==> src/rtl/fake_netlist_misr.sv <==
// Stream compactor: XOR-folds each IN_W-bit vector to SIG_W bits and feeds a
// SIG_W-bit MISR over a programmed vector count, with a one-cycle done pulse.
module fake_netlist_misr #(
  parameter int               IN_W  = 34,
  parameter int               SIG_W = 16,
  parameter logic [SIG_W-1:0] POLY  = 16'h1021,
  parameter logic [SIG_W-1:0] SEED  = 16'hFFFF,
  parameter int               CNT_W = 16
) (
  input  logic             clk,
  input  logic             rst_n,
  input  logic             start,
  input  logic [CNT_W-1:0] len,
  input  logic             in_valid,
  output logic             in_ready,
  input  logic [IN_W-1:0]  in_data,
  output logic             busy,
  output logic             done,
  output logic [SIG_W-1:0] sig,
  output logic             sig_par
);

  typedef enum logic [1:0] {IDLE, RUN, DRAIN, DONE} state_t;

  localparam int NSL   = (IN_W + SIG_W - 1) / SIG_W;
  localparam int PAD_W = NSL * SIG_W;

  state_t             state, state_n;
  logic [PAD_W-1:0]   padded;
  logic [SIG_W-1:0]   fold;
  logic [SIG_W-1:0]   fold_q;
  logic               fold_v;
  logic [CNT_W-1:0]   rem;
  logic               accept;
  logic               load;

  always_comb begin
    padded = PAD_W'(in_data);
    fold   = '0;
    for (int unsigned i = 0; i < NSL; i++) begin
      fold = fold ^ padded[i*SIG_W +: SIG_W];
    end
  end

  assign accept = in_valid & in_ready;

  always_comb begin
    state_n  = state;
    load     = 1'b0;
    in_ready = 1'b0;
    busy     = 1'b0;
    done     = 1'b0;
    unique case (state)
      IDLE: begin
        if (start) begin
          load    = 1'b1;
          state_n = (len == '0) ? DONE : RUN;
        end
      end
      RUN: begin
        in_ready = 1'b1;
        busy     = 1'b1;
        if (accept && rem == CNT_W'(1)) state_n = DRAIN;
      end
      DRAIN: begin
        busy    = 1'b1;
        state_n = DONE;
      end
      DONE: begin
        done    = 1'b1;
        state_n = IDLE;
      end
      default: state_n = IDLE;
    endcase
  end

  // Stage 1 registers the fold; stage 2 folds it into the MISR a cycle later,
  // which is why the final vector is absorbed during DRAIN.
  always_ff @(posedge clk) begin
    if (!rst_n) begin
      state  <= IDLE;
      fold_q <= '0;
      fold_v <= 1'b0;
      rem    <= '0;
      sig    <= '0;
    end else begin
      state  <= state_n;
      fold_v <= accept;
      if (accept) fold_q <= fold;
      if (load) rem <= len;
      else if (accept) rem <= rem - 1'b1;
      if (load) sig <= SEED;
      else if (fold_v)
        sig <= {sig[SIG_W-2:0], 1'b0} ^ (sig[SIG_W-1] ? POLY : '0) ^ fold_q;
    end
  end

  assign sig_par = ^sig;

endmodule

==> config.mk <==
export PLATFORM = sky130hd
export DESIGN_NAME = fake_netlist_misr
export DESIGN_NICKNAME = d
export VERILOG_FILES = /design/src/rtl/fake_netlist_misr.sv
export SDC_FILE = /design/constraint.sdc
export NUM_CORES = 1
export LEC_CHECK = 0
export CAP_MARGIN = 25
export CORE_ASPECT_RATIO = 1.25
export CORE_MARGIN = 2
export CORE_UTILIZATION = 25
export CTS_CLUSTER_SIZE = 25
export DETAILED_ROUTE_END_ITERATION = 10
export GPL_ROUTABILITY_DRIVEN = 0
export SETUP_SLACK_MARGIN = 0.2
export SLEW_MARGIN = 20
export SYNTH_ARGS = -nofsm -noshare
export SYNTH_HDL_FRONTEND = slang
export SYNTH_SLANG_ARGS = --single-unit
==> constraint.sdc <==
create_clock -name clk -period 4.2 [get_ports clk]
set_input_delay 0.84 -clock clk [delete_from_list [all_inputs] [get_ports clk]]
set_output_delay 0.84 -clock clk [all_outputs]
set_load 0.01 [all_outputs]
=== Word-level counts from Yosys, hierarchy flattened ===
Cells that the tools add are included.
W data, S select, Z words.

* Mux-type cells: 14
* Add/sub/neg operators: 1
* Eq/ne operators: 6
* Bitwise gates (word level): 5
* Reductions and logical operators: 8

{| class="wikitable"
|+ Operators with widths
! cell !! number
|-
| $mux W16 || 4
|-
| $xor A16 B16 Y16 || 2
|-
| $eq A16 B1 Y1 const B || 1
|-
| $logic_not A16 Y1 || 1
|-
| $reduce_xor A16 Y1 || 1
|-
| $sub A16 B1 Y16 const B || 1
|-
| $xor A16 B13 Y16 || 1
|-
| $xor A16 B2 Y16 || 1
|-
| $mux W13 || 1
|-
| $pmux W2 S4 || 1
|-
| $mux W2 || 3
|-
| $mux W1 || 5
|-
| $eq A2 B2 Y1 const B || 2
|-
| $ne A2 B2 Y1 const B || 2
|-
| $reduce_bool A2 Y1 || 2
|-
| $eq A2 B1 Y1 const B || 1
|-
| $logic_not A2 Y1 || 1
|-
| $reduce_and A2 Y1 || 1
|-
| $reduce_or A2 Y1 || 1
|-
| $and A1 B1 Y1 || 1
|-
| $logic_and A1 B1 Y1 || 1
|}

* Logic and storage cells: 39
* Output and inout port bits: 20
* Input port bits: 54
* Bits in registers: 51

=== Logic depth before layout (Yosys ltp) ===
* Depth in word-level cells: 6
* Gate-level depth with buffers: 7
* Depth with buffers taken out: 6

=== Worst setup path after synthesis ===
No wires, ideal clock.

* Kind: register to output
* From: register sig[15]
* To: output port sig_par
* Setup slack: 2.192 ns
* Data arrival time: 1.168 ns
* Required time: 3.360 ns
* Path buffers: 0
* Cell stages (with the launch flop): 5
* Cell sequence: dfxtp_1 -> xor2_1 -> xnor2_1 -> xnor2_1 -> xnor2_1

* Cells in the longest elaborated chain, start to end: 1

{| class="wikitable"
|+ RTL lines
! what !! RTL line !! source
|-
| start, declared || 19 || <nowiki>output logic [SIG_W-1:0] sig,</nowiki>
|-
| start signal, assigned || 94 || <nowiki>sig <= {sig[SIG_W-2:0], 1'b0} ^ (sig[SIG_W-1] ? POLY : '0) ^ fold_q;</nowiki>
|-
| $reduce_xor A16 Y1 || 98 || <nowiki>assign sig_par = ^sig;</nowiki>
|-
| end, declared || 20 || <nowiki>output logic sig_par</nowiki>
|}

Every way passes these cells.

=== Worst setup path in the final report ===
Ends and elaborated chain as after synthesis.

==> impl_metrics.csv <==
group,metric,value,unit
global_routing,number_of_global_route_vias_before_repair,2309,
global_routing,wire_length_of_the_first_global_routing_pass,10.4,mm
final_layout,area_growth_syn_to_layout,37.8,%
power_and_ir_drop,power_density,607,nW/um^2
final_layout,mostFrequentLayoutCells,"sky130_fd_sc_hd__clkdlybuf4s50_1, sky130_fd_sc_hd__xnor2_1, sky130_fd_sc_hd__dfxtp_1",
die,ioPinCount,74,
power_and_ir_drop,leak_pwr,1.20,nW
final_layout,n_antenna_cell,0,
drt,drc,0,
die,die_width,95.9,um
yosys,mappedNetlistArea,2640,um^2
cts,cts-root-to-sink-buffers,2,
timing,slew-limit-headroom,40.8,%
worst_setup_path,critPathMaxFanout,5,
cts,cts_post_setup_buffers_inserted,0,
worst_setup_path,timing.critical_path.from_type,"register",
die,die-height,119,um
drt,vias,2315,
worst_setup_path,critical_path_arrival,2020,ps
timing,max_clock_freq,349,MHz
yosys,postSynthCellCount,302,
cts,clkLatencyLatePin,280,ps
drt,viasPerCell,4.67,
drt,detail-route-antenna-nets,0,
cts,clkTransAtPathRegs,70,ps
worst_setup_path,crit_required,3360,ps
cts,cts_tree,"done",
timing,drv_slew,0,
cts,htree_levels,2,
final_layout,final-seq-area,1020,um^2
die,core_region_area,10200,um^2
global_routing,track_usage,11.6,%
final_layout,drive_gt1_share,3.81,%
timing,final.setup.tns,0,ps
worst_setup_path,critPathCaptureType,"primary output",
power_and_ir_drop,largest_vdd_supply_drop,0.292,mV
timing,finalCritPeriodShare,68.2,%
yosys,ys_ff_latch,51,
global_routing,grt.overflow.total,0,
drt,drt_pre_antenna_iters,4,
global_routing,grt_max_degree,41,
timing,transition_time_at_the_pin_with_the_least_slew_margin,888,ps
yosys,seq_area_frac_synth,38.7,%
yosys,synthesis.nets,363,
drt,post_detailed_routing_wire_length,6.50,mm
timing,unrepaired_setup_endpoints_after_global_routing,"false",
run_status,outcome,"finished clean",
die,initial_core_util,25.8,%
yosys,average_footprint_of_a_synthesized_cell,8.74,um^2
yosys,synth.yosys.warnings,0,
placed_design,placement.io_buffers,73,
job,maxCapViolations,0,
placed_design,dp_hpwl,4.92,mm
final_layout,nets,427,
worst_setup_path,timing_worst_setup_path_type,"register to primary output",
global_routing,grt_antenna_before_repair,0,
yosys,synth_cell_types,38,
drt,drtIter0Drc,35,
timing,final-setup-viol-count,0,
timing,final_period_minus_worst_setup_slack,2860,ps
timing,final_hold_viol_count,0,
final_layout,layout_commonest_cell,"sky130_fd_sc_hd__clkdlybuf4s50_1",
cts,numClockSinks,51,
timing,minimum_setup_slack_in_the_final_design,1340,ps
final_layout,fill_cells,1072,
cts,cts-resized-gates,0,
final_layout,multi_input_comb_area,1530,um^2
cts,clock_tree.root_cell,"sky130_fd_sc_hd__clkbuf_16",
placed_design,post-place-ws,1560,ps
timing,fin_worst_skew,2.31,ps
die,full_die_area,11400,um^2
cts,cts_inserted_buffers,5,
cts,cts_hold_buf,0,
drt,wl_per_cell,13.1,um
die,rows,41,
worst_hold_path,min-delay-path-class,"register to register",
logic make-up after synthesis:
logic type	synth area share (%)
multiplexers	1.52
buffers and inverters	3.46
AO/OA/AOI/OAI	18.2
adder cells (fa/ha/maj)	3.32
AND/OR/NAND/NOR	15.1
XOR/XNOR	19.8
flip-flops	38.7
routing by layer:
| metal | vias to the layer above | routed length [um] | global-route usage [%] |
|---|---|---|---|
| met4 | 0 | 72 | 2.95 |
| met5 | - | 0 | 0 |
| met2 | 57 | 3300 | 20.9 |
| li1 | 1191 | - | - |
| met1 | 1061 | 2800 | 13.9 |
| met3 | 6 | 332 | 2.15 |
registers in the layout, summed over array words and instances, names as in the netlist:
signal,cells
fold_q,16
state,2
sig,16
fold_v,1
rem,16
synth_stat cells:
| cell | instances | area, um^2 |
|---|---|---|
| sky130_fd_sc_hd__xnor2_1 | 52 | 455 |
| sky130_fd_sc_hd__dfxtp_1 | 51 | 1020 |
| sky130_fd_sc_hd__o21ai_0 | 28 | 140 |
| sky130_fd_sc_hd__nor2_1 | 24 | 90.1 |
| sky130_fd_sc_hd__a21oi_1 | 22 | 110 |
| sky130_fd_sc_hd__a211oi_1 | 19 | 143 |
| sky130_fd_sc_hd__nand2_1 | 18 | 67.6 |
| sky130_fd_sc_hd__clkbuf_1 | 14 | 52.6 |
| sky130_fd_sc_hd__ha_1 | 7 | 87.6 |
| sky130_fd_sc_hd__nor4_1 | 7 | 43.8 |
| sky130_fd_sc_hd__nor3_1 | 6 | 30.0 |
| sky130_fd_sc_hd__or4_1 | 6 | 45.0 |
| sky130_fd_sc_hd__inv_1 | 5 | 18.8 |
| sky130_fd_sc_hd__xor2_1 | 5 | 43.8 |
| sky130_fd_sc_hd__buf_1 | 4 | 15.0 |
| sky130_fd_sc_hd__mux2i_1 | 4 | 40.0 |
| sky130_fd_sc_hd__a311oi_1 | 3 | 26.3 |
| sky130_fd_sc_hd__a31oi_1 | 3 | 18.8 |
| sky130_fd_sc_hd__or3_1 | 3 | 18.8 |
| sky130_fd_sc_hd__nand3_1 | 2 | 10.0 |
| sky130_fd_sc_hd__nand3b_1 | 2 | 15.0 |
| sky130_fd_sc_hd__a21bo_2 | 1 | 10.0 |
| sky130_fd_sc_hd__a21o_1 | 1 | 7.51 |
| sky130_fd_sc_hd__a221oi_1 | 1 | 8.76 |
| sky130_fd_sc_hd__and2_1 | 1 | 6.26 |
| sky130_fd_sc_hd__and3_1 | 1 | 6.26 |
| sky130_fd_sc_hd__and4_1 | 1 | 8.76 |
| sky130_fd_sc_hd__buf_2 | 1 | 5.00 |
| sky130_fd_sc_hd__nand2b_1 | 1 | 6.26 |
| sky130_fd_sc_hd__nand4_1 | 1 | 6.26 |
| sky130_fd_sc_hd__nand4bb_1 | 1 | 11.3 |
| sky130_fd_sc_hd__nor2b_1 | 1 | 6.26 |
| sky130_fd_sc_hd__nor4b_1 | 1 | 8.76 |
| sky130_fd_sc_hd__o211ai_1 | 1 | 7.51 |
| sky130_fd_sc_hd__o31ai_1 | 1 | 7.51 |
| sky130_fd_sc_hd__or2_2 | 1 | 6.26 |
| sky130_fd_sc_hd__or3_4 | 1 | 11.3 |
| sky130_fd_sc_hd__xnor3_1 | 1 | 22.5 |
report_power, final:
part	switching, mW	internal [mW]	total [mW]
registers	0.148	0.619	0.767
clock network	0.180	0.238	0.418
logic	0.457	0.567	1.02
total	0.785	1.42	2.21
path summary, 6_finish.rpt:
kind | from | end | slack [ps] | depth (start not counted)
max | sig[15]$_SDFFE_PN0P_ | sig_par | 1340 | 5
min | state[0]$_SDFFE_PN0P_ | state[0]$_SDFFE_PN0P_ | 500 | 2
min reg2reg | state[0]$_SDFFE_PN0P_ | state[0]$_SDFFE_PN0P_ | 500 | 2
max reg2reg | rem[2]$_SDFFE_PN0P_ | rem[12]$_SDFFE_PN0P_ | 2100 | 4
critical path, cell delays in order (launching register included):
cell	delay, ps
sky130_fd_sc_hd__dfxtp_1	430
sky130_fd_sc_hd__xor2_1	300
sky130_fd_sc_hd__xnor2_1	170
sky130_fd_sc_hd__xnor2_1	160
sky130_fd_sc_hd__xnor2_1	130
sky130_fd_sc_hd__clkdlybuf4s50_1	550
final cells by class:
type | count | area share, %
multi-input combinational | 227 | 42.0
clock inverter | 2 | 0.447
sequential | 51 | 28.1
inverter | 5 | 0.516
tap | 129 | 4.44
timing repair buffer | 76 | 20.7
clock buffer | 6 | 3.82
through the flow:
stage               utilization (%)  instance area [um^2]  power, mW  hold WS, ps  std cells
finish                         35.6                  3640       2.21          504        496
global route                   35.6                  3640       2.37          523        496
CTS                            35.6                  3640       2.25          512        496
detailed placement             34.1                  3480       1.82          502        488
global placement               34.1                  3480       1.80          486        488
floorplan                         -                  2640       1.43          469        302
Power figures use the tool's default switching activity.
